==> src/rtl/transfer_ctrl.sv <==
// Transfer controller: configuration/idle/active/error sequencing with
// per-port hysteretic backpressure and sticky FIFO error capture.
module transfer_ctrl (
    input  logic        clk,
    input  logic        reset,
    input  logic        init,
    input  logic [2:0]  Umbral_bajo,
    input  logic [2:0]  Umbral_alto,
    input  logic [4:0]  fifo_empty,
    input  logic [4:0]  fifo_error,
    input  logic [15:0] occ,
    output logic [2:0]  state,
    output logic        idle_out,
    output logic        active_out,
    output logic        error_out,
    output logic [2:0]  umbral_bajo_q,
    output logic [2:0]  umbral_alto_q,
    output logic [3:0]  pause,
    output logic [4:0]  error_code
);
    // state  | meaning
    // RESET  | held in reset, next cycle enters INIT
    // INIT   | latching thresholds until init=0 and alto > bajo
    // IDLE   | all FIFOs empty
    // ACTIVE | at least one FIFO holds data
    // ERROR  | FIFO over/underflow seen; only reset leaves
    typedef enum logic [2:0] {
        S_RESET  = 3'd0,
        S_INIT   = 3'd1,
        S_IDLE   = 3'd2,
        S_ACTIVE = 3'd3,
        S_ERROR  = 3'd4
    } state_t;

    state_t     state_q;
    state_t     state_d;
    logic [3:0] pause_d;
    logic [4:0] error_code_d;
    logic       any_error;

    assign any_error = |fifo_error;
    assign state     = state_q;

    always_comb begin
        state_d = S_RESET;
        case (state_q)
            S_RESET: state_d = S_INIT;
            S_INIT: begin
                if (!init && (Umbral_alto > Umbral_bajo)) state_d = S_IDLE;
                else                                       state_d = S_INIT;
            end
            S_IDLE: begin
                if (any_error)                 state_d = S_ERROR;
                else if (init)                 state_d = S_INIT;
                else if (fifo_empty != 5'h1F)  state_d = S_ACTIVE;
                else                           state_d = S_IDLE;
            end
            S_ACTIVE: begin
                if (any_error)                 state_d = S_ERROR;
                else if (init)                 state_d = S_INIT;
                else if (fifo_empty == 5'h1F)  state_d = S_IDLE;
                else                           state_d = S_ACTIVE;
            end
            S_ERROR: state_d = S_ERROR;
            default: state_d = S_RESET;
        endcase
    end

    // Backpressure follows the state being entered; hysteresis only runs
    // while the controller is already operating, so INIT->IDLE starts clear.
    always_comb begin
        pause_d = pause;
        if (state_d == S_ERROR) begin
            pause_d = 4'hF;
        end else if ((state_d == S_RESET) || (state_d == S_INIT)) begin
            pause_d = 4'h0;
        end else if ((state_q == S_IDLE) || (state_q == S_ACTIVE)) begin
            for (int i = 0; i < 4; i++) begin
                if (occ[4*i +: 4] >= {1'b0, umbral_alto_q})
                    pause_d[i] = 1'b1;
                else if (occ[4*i +: 4] <= {1'b0, umbral_bajo_q})
                    pause_d[i] = 1'b0;
            end
        end
    end

    always_comb begin
        error_code_d = error_code;
        if (state_d == S_ERROR) begin
            if (state_q == S_ERROR) error_code_d = error_code | fifo_error;
            else                    error_code_d = fifo_error;
        end
    end

    always_ff @(posedge clk) begin
        if (reset) begin
            state_q       <= S_RESET;
            idle_out      <= 1'b0;
            active_out    <= 1'b0;
            error_out     <= 1'b0;
            umbral_bajo_q <= 3'd0;
            umbral_alto_q <= 3'd0;
            pause         <= 4'h0;
            error_code    <= 5'h00;
        end else begin
            state_q    <= state_d;
            idle_out   <= (state_d == S_IDLE);
            active_out <= (state_d == S_ACTIVE);
            error_out  <= (state_d == S_ERROR);
            pause      <= pause_d;
            error_code <= error_code_d;
            if (state_q == S_INIT) begin
                umbral_bajo_q <= Umbral_bajo;
                umbral_alto_q <= Umbral_alto;
            end
        end
    end
endmodule

==> config.mk <==
export PLATFORM = sky130hd
export DESIGN_NAME = transfer_ctrl
export DESIGN_NICKNAME = d
export VERILOG_FILES = /design/src/rtl/transfer_ctrl.sv
export SDC_FILE = /design/constraint.sdc
export NUM_CORES = 1
export LEC_CHECK = 0
export ABC_AREA = 1
export CORE_MARGIN = 1
export CORE_UTILIZATION = 44
export DETAILED_ROUTE_END_ITERATION = 6
export GPL_ROUTABILITY_DRIVEN = 0
export PLACE_DENSITY = 0.88
export SYNTH_ARGS = -nofsm -noshare
export SYNTH_HDL_FRONTEND = slang
export SYNTH_SLANG_ARGS = --single-unit
==> constraint.sdc <==
create_clock -name clk -period 1.4 [get_ports clk]
set_input_delay 0.14 -clock clk [delete_from_list [all_inputs] [get_ports clk]]
set_output_delay 0.14 -clock clk [all_outputs]
set_load 0.05 [all_outputs]
==> metrics.log <==
INFO  metric layout-drive-gt1-share = 0.275
INFO  metric grt.overflow.total = 0
INFO  metric ios = 56
INFO  metric worst_setup_hold_path_clk_slew = 130 ps
INFO  metric yosys.area_share.simple = 0.266
INFO  metric htree_levels = 1
INFO  metric yosysWarnings = 0
INFO  metric synthesis.nets = 259
INFO  metric timing.critical_path.from_type = flop
INFO  metric timing.critical_path.slowest_stage_cell = dfxtp_4
INFO  metric gate_family_responsible_for_the_most_delay_along_the_worst_path = simple AND/OR/NAND/NOR gates
INFO  metric crit_path_max_fanout = 4
INFO  metric final-instance-count-excl-fill = around 310
INFO  metric final_util = 0.748
INFO  metric yosys.area.top_type_share = 0.290
INFO  metric p_switching = ~0.63 mW
INFO  metric cts-buffers-inserted = 3
INFO  metric number_of_antenna_violations_at_the_first_check_in_global_routing = 0
INFO  metric placedInstanceArea = 0.00218 mm^2
INFO  metric placement.io_buffers = between 50 and 60
INFO  metric crit_path_end_kind = flop
INFO  metric grt_setup_unrepaired = true
INFO  metric synth_mux_area_frac = 0
INFO  metric clock_path_buffers = 2
INFO  metric slew_headroom = 0.805
INFO  metric critPathMostFrequentCell = nand2_1
INFO  metric synth_seq_cells = 21
INFO  metric timing.reg2reg.setup_slack = -30 ps
INFO  metric grt_first_pass_wirelength = 6.01 mm
INFO  metric postCtsHoldBufs = 0
INFO  metric clockRootBuffer = clkbuf_4
INFO  metric worst_hold_path_type = input port to flop
INFO  metric sequential_share_of_the_synthesized_area = 0.290
INFO  metric netlist.top_cell.by_area = dfxtp_1
INFO  metric routed_via_density = 4.98
INFO  metric result_of_the_run = finished, violations left
INFO  metric avgSynthCellArea = 7.35 um^2
INFO  metric static-leakage-power = roughly 1.1 nW
INFO  metric cpPeakStageDelay = approximately 380 ps
INFO  metric worstSkewPairLatency = 310 ps
INFO  metric drc = 0
INFO  metric critical_path_required = 1650 ps
INFO  metric worst-setup-path-type = flop to flop
INFO  metric timing.critical_path.cells = inv_1 > ha_4 > inv_1 > o21bai_1 > nand2_1 > nand2_1 > nand2_1 > nand2_1 > nand2_1 > nand2_1 > nand2_1 > nand2_1
INFO  metric grt_start_max_net_pins = 13
INFO  metric drtIter0Drc = 48
INFO  metric grt_pass1_vias = 1509
INFO  metric final_period_minus_worst_setup_slack = 1430 ps
INFO  metric coreArea = around 0.0031 mm^2
INFO  metric ant_nets = 0
INFO  metric wl = 3.76 mm
INFO  metric synth_top_family_by_area = simple AND/OR/NAND/NOR gates
INFO  metric adder_cell_share_of_the_synthesized_area = 0.233
INFO  metric sequential_cell_fraction_of_total_power = 0.392
INFO  metric finalClockSkew = 9.80 ps
INFO  metric power-per-cell-area = roughly 750 mW/mm^2
INFO  metric gr-usage-all-layers = 0.223
INFO  metric design_area = 0.00230 mm^2
INFO  metric die-area = approximately 0.0035 mm^2
INFO  metric worstPathBufferInverterCount = 2
INFO  metric numClockSinks = 21
INFO  metric ys_top_cells_by_area = dfxtp_1 (29%), ha_1 (23%), nand2_1 (13%)
INFO  metric power.clock.fraction = 0.173
INFO  metric final_critical_path_setup_slack = -28.8 ps
INFO  metric placementRows = 20
INFO  metric netlist_area = ~0.0014 mm^2
INFO  metric place.detailed.instances = 308
INFO  metric switching_share = 0.367
INFO  metric antenna-diode-count = 0
INFO  metric syn-instance-count = just under 200
INFO  metric via_count = 1558
INFO  metric final_net_count = between 300 and 400
INFO  metric areaGrowthSynthToFinish = 59.0%
INFO  metric ir_drop = 0.599 mV
INFO  metric finalSetupViolations = 2
INFO  metric max_clock_freq = 700 MHz
INFO  metric yosys.area_share.xor_xnor = 0
INFO  metric drtPass1Iterations = 4
INFO  metric place.detailed.hpwl = 2.90 mm
INFO  metric failing_checks = negative setup slack
INFO  metric arrival = 1680 ps
INFO  metric timing_max_transition_violations_final = 0
INFO  metric final.period_utilization = 1.02
INFO  metric report.final.hold_viol_count = 0
INFO  metric start_util = 0.470
INFO  metric worst-slew-pin-transition = 293 ps
INFO  metric internal-power = 1.09 mW
INFO  metric power_frac_comb = 0.435
INFO  metric cap_violations = 0
INFO  metric share_of_the_synthesized_area_in_compound_gates_ao_oa_aoi_oai = 0.122
INFO  metric route.detailed.wl_per_inst = about 12 um
INFO  metric die_width = 59.4 um
INFO  metric synth_cell_type_count = 23
INFO  metric tritoncts = built
INFO  metric die_y = 59.4 um
[cell usage after synthesis]
master    count
nand2_4       1
ha_1         27
o21ai_1       4
inv_1        26
o21ai_2       1
nor2_1       13
dfxtp_1      21
nand3_2       1
nand3_1      13
o21ai_0      13
inv_2         4
nor2_4        1
nand3b_1      1
buf_6         1
nor3_4        1
o21bai_1      1
clkbuf_1      1
nand2_1      49
a21oi_1       9
nor2_2        2
a21boi_0      4
nand4_1       1
nand2_2       2
[through the flow]
| stage | setup slack [ps] | power, mW | setup TNS [ps] | hold WS, ps |
|---|---|---|---|---|
| final | -28.8 | 1.72 | -30.9 | 391 |
| after detailed placement | -374 | 1.38 | -2610 | 462 |
| after floorplan | 5.78 | 1.07 | 0 | 205 |
| after global placement | -301 | 1.35 | -1990 | 461 |
| after CTS | 9.96 | 1.68 | 0 | 392 |
| after global routing | -98.5 | 1.83 | -265 | 416 |
[state kept, by name (all words and copies together) (netlist names)]
register and flops:
idle_out 1, state 3, umbral_alto_q 3, error_code 5, active_out 1, pause 4
error_out 1, umbral_bajo_q 3
[routing by layer]
| metal | vias up | part of all wire | GRT usage |
|---|---|---|---|
| li1 | 794 | - | - |
| met1 | 703 | 0.42 | 0.257 |
| met2 | 53 | 0.52 | 0.416 |
| met3 | 8 | 0.049 | 0.0371 |
| met4 | 0 | 0.012 | 0.0680 |
| met5 | - | 0 | 0 |
[cell type report]
| type | instances | area, um^2 |
|---|---|---|
| timing repair buffer | 70 | 686 |
| fill | 235 | 776 |
| clock buffer | 3 | 22.5 |
| multi-input combinational | 144 | 982 |
| sequential | 21 | 439 |
| clock inverter | 1 | 5.00 |
| tap | 44 | 55.1 |
| inverter | 30 | 113 |
[power groups by stage]
stage / sequential [mW] / combinational (mW) / clock [mW]
6_report: 0.676 / 0.749 / 0.298
5_1_grt: 0.681 / 0.825 / 0.319
4_1_cts: 0.675 / 0.709 / 0.298
3_5_place_dp: 0.691 / 0.687 / 0
3_3_place_gp: 0.689 / 0.659 / 0
2_1_floorplan: 0.801 / 0.272 / 0
[tightest hold or removal path: cells and delay by family]
family	cells	cell delay, ps
AOI/OAI and AO/OA	1	60
buffers and inverters	2	470
[repair_timing]
action                     in CTS  in global routing
gates resized for setup         4                 14
setup buffers                   1                  0
pin swaps                       0                  5
setup endpoints to repair       4                  5
[cell usage in the layout, fill, tap and decap left out, types with 2 or more instances in the layout]
cell | Yosys | final
inv_2 | 4 | 8
buf_12 | 0 | 6
dfxtp_2 | 0 | 6
nor2_4 | 1 | 3
a21oi_1 | 9 | 7
nor2_1 | 13 | 13
nand2_1 | 49 | 48
ha_1 | 27 | 23
nand3_2 | 1 | 2
dfxtp_4 | 0 | 3
o21ai_0 | 13 | 9
clkbuf_4 | 0 | 3
o21ai_1 | 4 | 8
dfxtp_1 | 21 | 12
a21boi_0 | 4 | 4
clkdlybuf4s50_1 | 0 | 34
ha_4 | 0 | 4
nand3_1 | 13 | 12
nand2_2 | 2 | 3
buf_4 | 0 | 30
inv_1 | 26 | 22
[final timing paths]
check	cells after the start	endpoint	startpoint
worst max-delay path	12	pause[0]$_SDFFE_PP0P_	umbral_bajo_q[1]$_SDFFE_PP0N_
worst min-delay path	3	umbral_alto_q[0]$_SDFFE_PP0N_	Umbral_alto[0]
worst max register to register	12	pause[0]$_SDFFE_PP0P_	umbral_bajo_q[1]$_SDFFE_PP0N_
worst min register to register	2	error_code[2]$_SDFFE_PP0P_	error_code[2]$_SDFFE_PP0P_
[cell families after synthesis]
logic type,count (synthesis)
AO/OA/AOI/OAI,32
AND/OR/NAND/NOR,85
adder cells (fa/ha/maj),27
buffers and inverters,32
flip-flops,21
Note: power is estimated with default switching activity, not from simulation.
